<file path="config.mk">
export PLATFORM = sky130hd
export DESIGN_NAME = ads1115_scan_monitor
export DESIGN_NICKNAME = d
export VERILOG_FILES = /design/src/rtl/ads1115_scan_monitor.sv
export SDC_FILE = /design/constraint.sdc
export NUM_CORES = 1
export LEC_CHECK = 0
export BUFFER_PORTS_ARGS = -buffer_cell sky130_fd_sc_hd__buf_2
export CAP_MARGIN = 10
export CORE_UTILIZATION = 35
export DETAILED_ROUTE_END_ITERATION = 10
export GPL_ROUTABILITY_DRIVEN = 0
export SLEW_MARGIN = 40
export SYNTH_ARGS = -nofsm -noshare
export SYNTH_HDL_FRONTEND = slang
export SYNTH_SLANG_ARGS = --single-unit
</file>
<file path="constraint.sdc">
create_clock -name clk -period 4.3 [get_ports clk]
set_input_delay 0.43 -clock clk [delete_from_list [all_inputs] [get_ports clk]]
set_output_delay 0.43 -clock clk [all_outputs]
set_load 0.05 [all_outputs]
</file>
<file path="src/rtl/ads1115_scan_monitor.sv">
// Round-robin ADS1115 scan sequencer with per-channel hysteresis/debounce zone classifier and LED view.
// Optional conversion timeout is enabled by defining ADS_SCAN_TIMEOUT_EN.
module ads1115_scan_monitor #(
  parameter int unsigned        NUM_CH   = 4,
  parameter int unsigned        DATA_W   = 16,
  parameter logic [DATA_W-1:0]  TH_LOW   = DATA_W'(16'h0FA0),
  parameter logic [DATA_W-1:0]  TH_HIGH  = DATA_W'(16'h57E4),
  parameter logic [DATA_W-1:0]  TH_FAULT = DATA_W'(16'h7D00),
  parameter logic [DATA_W-1:0]  HYST     = DATA_W'(16'h0080),
  parameter int unsigned        DEBOUNCE = 3,
  parameter int unsigned        SCAN_GAP = 1000,
  parameter int unsigned        TIMEOUT  = 100000,
  localparam int unsigned       SEL_W    = (NUM_CH > 1) ? $clog2(NUM_CH) : 1
) (
  input  logic                     clk,
  input  logic                     rst,
  input  logic [SEL_W-1:0]         sel,
  output logic                     conv_req,
  output logic [1:0]               conv_ch,
  input  logic                     conv_valid,
  input  logic [DATA_W-1:0]        conv_data,
  output logic [2*NUM_CH-1:0]      zone,
  output logic [NUM_CH*DATA_W-1:0] samples,
  output logic [NUM_CH-1:0]        timeout_err,
  output logic [2:0]               led_n
);

  localparam int unsigned GAP_W = $clog2(SCAN_GAP + 1);
  localparam int unsigned DB_W  = $clog2(DEBOUNCE + 1);
  localparam logic [DATA_W-1:0] TH_REL = TH_HIGH - HYST;

  localparam logic [1:0] Z_FAULT   = 2'b00;
  localparam logic [1:0] Z_NORMAL  = 2'b01;
  localparam logic [1:0] Z_HIGH    = 2'b10;
  localparam logic [1:0] Z_UNKNOWN = 2'b11;

  if (NUM_CH < 1 || NUM_CH > 4 || DEBOUNCE < 1 || SCAN_GAP < 1 || TIMEOUT < 1) begin : g_bad_param
    $error("ads1115_scan_monitor: parameter out of range");
  end

  typedef enum logic [1:0] {S_GAP, S_REQ, S_WAIT, S_EVAL} state_t;

  state_t            state, state_next;
  logic [SEL_W-1:0]  idx;
  logic [GAP_W-1:0]  gap_cnt;
  logic              gap_done, last_ch, to_done;
  logic              req_c, latch_c, eval_c, advance_c;

  logic [DATA_W-1:0] sample_q [NUM_CH];
  logic [1:0]        zone_q   [NUM_CH];
  logic [1:0]        pend_q   [NUM_CH];
  logic [DB_W-1:0]   cnt_q    [NUM_CH];

  logic [DATA_W-1:0] cur;
  logic [1:0]        committed, cand, zone_n, pend_n;
  logic [DB_W-1:0]   cnt_n;
  int unsigned       cnt_inc;
  logic [2:0]        led_c;

  assign gap_done = (32'(gap_cnt) == SCAN_GAP - 1);
  assign last_ch  = (32'(idx) == NUM_CH - 1);

  // State register
  always_ff @(posedge clk or posedge rst) begin
    if (rst) state <= S_GAP;
    else     state <= state_next;
  end

  // Next-state logic
  always_comb begin
    state_next = state;
    case (state)
      S_GAP:   if (gap_done) state_next = S_REQ;
      S_REQ:   state_next = S_WAIT;
      S_WAIT: begin
        if (conv_valid)   state_next = S_EVAL;
        else if (to_done) state_next = S_GAP;
      end
      S_EVAL:  state_next = S_GAP;
      default: state_next = S_GAP;
    endcase
  end

  // FSM output decode
  always_comb begin
    req_c     = (state_next == S_REQ);
    latch_c   = (state == S_WAIT) && conv_valid;
    eval_c    = (state == S_EVAL);
    advance_c = eval_c || to_done;
  end

`ifdef ADS_SCAN_TIMEOUT_EN
  localparam int unsigned TO_W = $clog2(TIMEOUT + 1);
  logic [TO_W-1:0]   to_cnt;
  logic [NUM_CH-1:0] to_err_q;

  assign to_done     = (state == S_WAIT) && !conv_valid && (32'(to_cnt) == TIMEOUT - 1);
  assign timeout_err = to_err_q;

  // Cycles spent in WAIT and sticky per-channel timeout flags
  always_ff @(posedge clk or posedge rst) begin
    if (rst) begin
      to_cnt   <= '0;
      to_err_q <= '0;
    end else begin
      to_cnt <= (state == S_WAIT && !to_done) ? to_cnt + TO_W'(1) : '0;
      if (to_done) to_err_q[idx] <= 1'b1;
    end
  end
`else
  assign to_done     = 1'b0;
  assign timeout_err = '0;
`endif

  // Sequencer counters and registered request
  always_ff @(posedge clk or posedge rst) begin
    if (rst) begin
      gap_cnt  <= '0;
      idx      <= '0;
      conv_req <= 1'b0;
    end else begin
      gap_cnt  <= (state == S_GAP && !gap_done) ? gap_cnt + GAP_W'(1) : '0;
      conv_req <= req_c;
      if (advance_c) idx <= last_ch ? '0 : idx + SEL_W'(1);
    end
  end

  assign conv_ch = 2'(idx);

  // Candidate zone with hysteresis, then debounce against the committed zone
  always_comb begin
    cur       = sample_q[idx];
    committed = zone_q[idx];
    if (cur < TH_LOW || cur > TH_FAULT)           cand = Z_FAULT;
    else if (cur > TH_HIGH)                       cand = Z_HIGH;
    else if (committed == Z_HIGH && cur > TH_REL) cand = Z_HIGH;
    else                                          cand = Z_NORMAL;

    cnt_inc = (cand != pend_q[idx]) ? 1 : 32'(cnt_q[idx]) + 1;
    zone_n  = committed;
    pend_n  = Z_UNKNOWN;
    cnt_n   = '0;
    if (committed == Z_UNKNOWN) begin
      zone_n = cand;
    end else if (cand != committed) begin
      if (cnt_inc >= DEBOUNCE) begin
        zone_n = cand;
      end else begin
        pend_n = cand;
        cnt_n  = DB_W'(cnt_inc);
      end
    end
  end

  // Per-channel sample and classifier state
  always_ff @(posedge clk or posedge rst) begin
    if (rst) begin
      for (int i = 0; i < NUM_CH; i++) begin
        sample_q[i] <= '0;
        zone_q[i]   <= Z_UNKNOWN;
        pend_q[i]   <= Z_UNKNOWN;
        cnt_q[i]    <= '0;
      end
    end else begin
      if (latch_c) sample_q[idx] <= conv_data;
      if (eval_c) begin
        zone_q[idx] <= zone_n;
        pend_q[idx] <= pend_n;
        cnt_q[idx]  <= cnt_n;
      end else if (to_done) begin
        zone_q[idx] <= Z_UNKNOWN;
        pend_q[idx] <= Z_UNKNOWN;
        cnt_q[idx]  <= '0;
      end
    end
  end

  for (genvar g = 0; g < NUM_CH; g++) begin : g_flat
    assign zone[2*g +: 2]              = zone_q[g];
    assign samples[g*DATA_W +: DATA_W] = sample_q[g];
  end

  // LED view of the selected channel
  always_comb begin
    led_c = 3'b111;
    if (32'(sel) < NUM_CH) begin
      case (zone_q[sel])
        Z_FAULT:  led_c = 3'b110;
        Z_NORMAL: led_c = 3'b101;
        Z_HIGH:   led_c = 3'b011;
        default:  led_c = 3'b111;
      endcase
    end
  end

  always_ff @(posedge clk or posedge rst) begin
    if (rst) led_n <= 3'b111;
    else     led_n <= led_c;
  end

endmodule

</file>
# [After elaboration in Yosys (flattened, before gate mapping)]
# Cells that the tools add are included.
[classes] n_eq_ne=12 n_reduce_logical=8 n_mux=42 n_addsub=3 bitwise=2 order_cmp=8
[ops] op="bitwise mux 64 bit" n=1
[ops] op="greater-than comparator 16 x 15 -> 1 bit (second input constant)" n=3
[ops] op="2-to-1 mux 16 bit" n=3
[ops] op="2-to-1 mux 2 bit" n=24
[ops] op="binary-select mux 16 bit (select 2 bit)" n=1
[ops] op="demux 16 bit (select 2 bit)" n=1
[ops] op="bitwise mux 8 bit" n=3
[ops] op="binary-select mux 2 bit (select 2 bit)" n=4
[ops] op="less-than comparator 16 x 12 -> 1 bit (second input constant)" n=1
[ops] op="equality test 2 bit (second input constant)" n=6
[ops] op="adder 10 x 1 -> 10 bit (second input constant)" n=1
[ops] op="equality test 10 bit (second input constant)" n=1
[ops] op="2-to-1 mux 10 bit" n=1
[ops] op="one-hot mux 3 bit (3 select lines)" n=1
[ops] op="one-hot mux 2 bit (4 select lines)" n=1
[ops] op="equality test 2 x 1 -> 1 bit (second input constant)" n=3
[ops] op=">= comparator 3 bit (second input constant)" n=2
[ops] op="NOT 2 -> 3 bit" n=2
[ops] op="demux 2 bit (select 2 bit)" n=1
[ops] op="logical AND 1 bit" n=4
[ops] op="logical NOT 2 bit" n=2
[ops] op="!= test 2 bit" n=2
[ops] op="adder 2 x 1 -> 3 bit (second input constant)" n=1
[ops] op=">= comparator 3 x 2 -> 1 bit (second input constant)" n=1
[ops] op="other kinds (5)" n=5
[totals] register_bits=106 output_inout_bits=82 inputBits=21 elab_cells=96

# [Depth between registers and ports, before layout]
[depth] word_depth=16 ltp_mapped=12 depth_no_buf=10

# [Least setup slack after synthesis]
# Ideal clock, no wire load.
[synth_timing] path_type="reg-to-reg" start="register idx[0] (netlist: conv_ch[0])" end="register cnt_q[1] in the netlist's numbering" path_buffers=2 arrival_time_ns=3.083 path_stages_with_launch=11 setup_slack_ns=1.087 path_cell_list="dfrtp_1 -> buf_6 -> buf_6 -> mux4_2 -> nand4b_4 -> nor4_4 -> nor2_1 -> a21oi_2 -> mux2_1 -> o2111ai_1 -> o21ai_1"
[synth_via] elab_chain_cells=16 elab_cells_between_ends=38 cone_classes="add/sub (1); order compare (7); eq/ne (4); mux (22); bitwise (1); reduce/logical (3)"
[synth_lines] element="start: declaration" line="44" source="logic [SEL_W-1:0] idx;"
[synth_lines] element="start signal: assignment" line="124" source="if (advance_c) idx <= last_ch ? '0 : idx + SEL_W'(1);"
[synth_lines] element="NOT 2 -> 3 bit (*)"
[synth_lines] element="binary-select mux 16 bit (select 2 bit) or binary-select mux 2 bit (select 2 bit) (tied branches)" line="132, 133"
[synth_lines] element="2-to-1 mux 16 bit (not written as such) or 2-to-1 mux 2 bit (tied branches) (2 in series)" line="132, 133"
[synth_lines] element="greater-than comparator 16 x 15 -> 1 bit or equality test 2 bit (tied branches)" line="136" source="else if (committed == Z_HIGH && cur > TH_REL) cand = Z_HIGH;"
[synth_lines] element="logical AND 1 bit" line="136"
[synth_lines] element="2-to-1 mux 2 bit" line="136"
[synth_lines] element="2-to-1 mux 2 bit" line="135" source="else if (cur > TH_HIGH) cand = Z_HIGH;"
[synth_lines] element="2-to-1 mux 2 bit" line="134" source="if (cur < TH_LOW || cur > TH_FAULT) cand = Z_FAULT;"
[synth_lines] element="!= test 2 bit" line="139" source="cnt_inc = (cand != pend_q[idx]) ? 1 : 32'(cnt_q[idx]) + 1;"
[synth_lines] element="2-to-1 mux 3 bit" line="139"
[synth_lines] element=">= comparator 3 x 2 -> 1 bit" line="146" source="if (cnt_inc >= DEBOUNCE) begin"
[synth_lines] element="2-to-1 mux 2 bit" line="146"
[synth_lines] element="2-to-1 mux 2 bit" line="145" source="end else if (cand != committed) begin"
[synth_lines] element="2-to-1 mux 2 bit" line="143" source="if (committed == Z_UNKNOWN) begin"
[synth_lines] element="bitwise mux 8 bit (*)" line="169" source="cnt_q[idx] <= cnt_n;"
[synth_lines] element="end signal: indexed assignment" line="169"
[synth_lines] element="end: declaration" line="52" source="logic [DB_W-1:0] cnt_q [NUM_CH];"
# Mark *: on every way between the ends. The rest lies on a longest branch, timed or not. The select of a mux whose other input is x is not followed.
# A chain may end at the register's enable or synchronous reset.

# [Worst setup path in the final report]
[layout_timing] start="register idx[1] (netlist: conv_ch[1])" end="register zone_q, in the netlist zone[6]"
[layout_via] elab_chain_cells=16 elab_cells_between_ends=38 cone_classes="add/sub (1); order compare (7); eq/ne (4); mux (22); bitwise (1); reduce/logical (3)"
[layout_lines] element="NOT 2 -> 3 bit (*)"
[layout_lines] element="binary-select mux 16 bit (select 2 bit) or binary-select mux 2 bit (select 2 bit) (tied branches)" line="132, 133"
[layout_lines] element="2-to-1 mux 16 bit (not written as such) or 2-to-1 mux 2 bit (tied branches) (2 in series)" line="132, 133"
[layout_lines] element="greater-than comparator 16 x 15 -> 1 bit or equality test 2 bit (tied branches)" line="136"
[layout_lines] element="logical AND 1 bit" line="136"
[layout_lines] element="2-to-1 mux 2 bit" line="136"
[layout_lines] element="2-to-1 mux 2 bit" line="135"
[layout_lines] element="2-to-1 mux 2 bit" line="134"
[layout_lines] element="!= test 2 bit" line="139"
[layout_lines] element="2-to-1 mux 3 bit" line="139"
[layout_lines] element=">= comparator 3 x 2 -> 1 bit" line="146"
[layout_lines] element="2-to-1 mux 2 bit" line="146"
[layout_lines] element="2-to-1 mux 2 bit" line="145"
[layout_lines] element="2-to-1 mux 2 bit" line="143"
[layout_lines] element="bitwise mux 8 bit (*)" line="167" source="zone_q[idx] <= zone_n;"
[layout_lines] element="end signal: indexed assignment" line="167"
[layout_lines] element="end: declaration" line="50" source="logic [1:0] zone_q [NUM_CH];"
# Marked as above.

==> impl_results.md <==
* Final wirelength at 12100 um
* H-tree levels at 3
* Setup ws final at about 0.90 ns
* CTS tree: yes
* Synth Flop Type: dfrtp_1
* Total count of max-transition violations in the final report at 0
* DRT met1 WL at 5450 um
* Post-synthesis compound-gate area fraction at 6.41%
* Crit path cell chain: inv_1 > mux4_2 > and4_1 > o21ai_2 > nor3b_1 > a211oi_4 > a32oi_2 > mux2_2
* Fin nets at between 500 and 600
* Syn_area_per_cell at 13.0 um2
* Port Buffers at 98
* Worst setup EP type: flop
* Clock skew at 0.00442 ns
* Initial antenna violation count at 0
* ANT cells at 0
* Area of the die at 0.0154 mm2
* Worst vdd ir at 0.000204 V
* Final Hold Viols at 0
* First-pass GRT wire length at 19000 um
* Critical Path Slowest Stage Cell: dfrtp_1
* Pre-CTS setup slack at 0.930 ns
* RSZ-0062 raised after global routing: false
* Drt initial violations at 122
* DRT Pass-1 Iters at 4
* Largest family of logic cells by synthesized area: multiplexers
* Sequential area share after synthesis at 51.4%
* Synth Area in Simple Gates at 10.0%
* Power density over the cells at 302 mW/mm2
* CP max FO at 17
* Clock buffer depth at 2
* Post-synth top area cell: dfrtp_1
* Layout cell share with drive strength beyond 1 at 49.1%
* Row cnt at 44
* Hold_ws at 0.192 ns
* Min Tclk post-route at 3.40 ns
* Antenna Nets Post-Route at 0
* Least-Margin Pin Slew at 0.770 ns
* Vias at 3548
* CP max stage delay at 0.84 ns
* Post-DP HPWL at 8550 um
* Root buffer cell: clkbuf_16
* CP Class: reg2reg
* Core Area at ~0.015 mm2
* Outcome: completed
* Share of the clock period used by the worst path at 79.1%
* Fill cells at roughly 1400
* Mapped Area at 0.00521 mm2
* Switching Share at 21.5%
* Post-synth EDFFs at 0
* Mapped Cells at 400
* Clk pin slew, worst setup/hold paths at 0.07 ns
* Sw Pwr at around 400 uW
* CTS Sinks at about 110
* Area delta synth->final at 18.9%
* Die width at 124 um
* PnR Total Power at ~1.9 mW
* Setup TNS at 0 ns
* Top-area cell type share of the netlist area at a little over two fifths
* Synth area leaders: dfrtp_1 (42%), mux2_2 (16%), dfstp_2 (9.6%), mux4_2 (9.5%), ha_1 (2.4%)
* Slew Limit Headroom at 48.7%
* Max Used Layer: met4
* Worst EP required at 4.60 ns
* YS warnings at 0
* Metal2 WL at about 6000 um
* Avg WL per Cell at 17.6 um
* Largest net degree at the start of global routing at 76
* Met3 routed WL at 467 um
* Number of max-cap violations at 0
* Tot GR Track Use at between 10% and 20%
* CTS Hold Bufs at 0
* DRC violations left at 0
* Xor and xnor area share after synthesis at 1.51%
* Hold Path Class: in2async
* Cts repair resizes at 0
* Starting Density at 35.9%
* Mux share of post-synthesis cell area at 25.7%
* Cell variety after synth at 53
* Flop pwr share at 53.2%
* Clock network fraction of total power at 44.4%
* Fmax at 294 MHz
* FF+latch count, synth at 106
* # IOs at 103
* Finished Core Util at 42.6%
* Vias per std cell at 5.15
* Synth async-reset ratio at between 90% and 100%
* Setup Viol. Count Final at 0
* Inserted Clock Buffers at 9
* Synth Area in Adders at 2.40%
* # Post-CTS Setup Buffers at 0
* Vias in the first global route at 3579
* Combinational power share at approximately 2.4%
* Arr. time, crit path at 3.70 ns
* P_leak at 3.07 nW
* Startpoint class of the critical path: flop
* Grt ovf at 0
* Die height at 124 um
* Internal at 1.47 mW
* Clk_lat worst skew at 0.35 ns
-- cells by family (layout without fill, tap and decap cells) --
group                      count (synthesis)  count (layout)
buffers and inverters                     26             128
and+or+nand+nor                          104             104
xor gates and xnor gates                   9               9
other                                      1               4
adders and majority gates                 10              10
AOI/OAI and AO/OA                         47              47
DFF                                      106             106
muxes                                     97              97
-- placed cells by master, fill, tap and decap left out, types with 4 or more instances in the layout --
cell type  synthesis  routed
mux4_2            22      22
nand2_1           31      31
nand3_2            0       4
inv_1              9       8
o21ai_0            5       5
xor2_1             6       6
nand3_1           12       8
nand2b_1           5       5
and2_1             6       6
o21ai_1           16      16
buf_2              2      98
conb_1             1       4
nor2_1            29      29
clkbuf_16          0       9
ha_1              10      10
a31oi_1            4       4
mux2_2            72      72
dfstp_2           19      19
buf_4              5       4
nor3_1             5       5
dfrtp_1           87      87
-- flip-flops by register name (all words and copies together) (netlist names) --
name      count
samples      64
pend_q        8
conv_ch       2
cnt_q         8
led_n         3
state         2
conv_req      1
gap_cnt      10
zone          8
-- stage by stage --
stage | area [um2] | std cells
global placement | 5880 | 673
detailed placement | 5900 | 673
floorplan | 5220 | 403
CTS | 6200 | 689
finish | 6200 | 689
global route | 6200 | 689
-- cell type report --
| cell class | count | area (um2) | area share (%) |
|---|---|---|---|
| Tap cell | 184 | 230 | 3.71 |
| Clock inverter | 5 | 52.6 | 0.848 |
| Clock buffer | 11 | 243 | 3.92 |
| Multi-Input combinational cell | 271 | 2430 | 39.2 |
| Sequential cell | 106 | 2680 | 43.2 |
| Inverter | 10 | 42.5 | 0.686 |
| Timing Repair Buffer | 102 | 520 | 8.40 |
-- cell usage after synthesis (2+ instances only) --
cell	n
o211ai_1	2
o22a_1	2
or3_1	2
nand3_1	12
xor2_1	6
and2_1	6
nand2b_1	5
buf_2	2
o31ai_1	2
a21oi_1	3
o21ai_0	5
or2_2	2
buf_1	2
buf_6	2
mux4_2	22
a31oi_1	4
nand2_1	31
and3_1	3
nor3_1	5
o21ai_1	16
mux2_2	72
inv_1	9
clkbuf_1	5
dfrtp_1	87
dfstp_2	19
nor2_1	29
xnor2_1	3
buf_4	5
a21oi_2	2
mux2i_1	2
ha_1	10
nor2b_1	2
-- worst paths after layout --
path / startpoint / to / slack [ns] / cells after the start
max in group asynchronous: rst / samples[4] / 3.22 / 3
hold reg to reg: pend_q[4] / pend_q[4] / 0.46 / 2
hold / removal: rst / gap_cnt[7] / 0.19 / 2
min in group clk: conv_data[13] / samples[29] / 0.35 / 2
setup / recovery: conv_ch[1] / zone[6] / 0.90 / 8
setup reg to reg: conv_ch[1] / zone[6] / 0.90 / 8
-- metal layers --
| layer | vias to the layer above | global-route usage [%] |
|---|---|---|
| met2 | 69 | 26.7 |
| li1 | 1640 | - |
| met5 | - | 0 |
| met1 | 1829 | 21.7 |
| met3 | 10 | 3.39 |
| met4 | 0 | 6.77 |
-- power groups by stage --
stage / clock network, mW / logic (mW) / registers [mW]
after floorplan: 0 / 0.0268 / 1.02
after global placement: 0 / 0.0447 / 1.02
after detailed placement: 0 / 0.0470 / 1.02
after CTS: 0.856 / 0.0470 / 0.997
after global routing: 0.897 / 0.0513 / 0.997
final: 0.832 / 0.0451 / 0.997
-- critical path, delay by kind of cell, from the launching register on --
kind	cells	cell delay, ns
mux	2	0.61
compound gates	3	0.90
flops	1	0.84
simple gates	2	0.66
buf+inv	1	0.33
No activity file was read; power rests on OpenSTA's default activity.
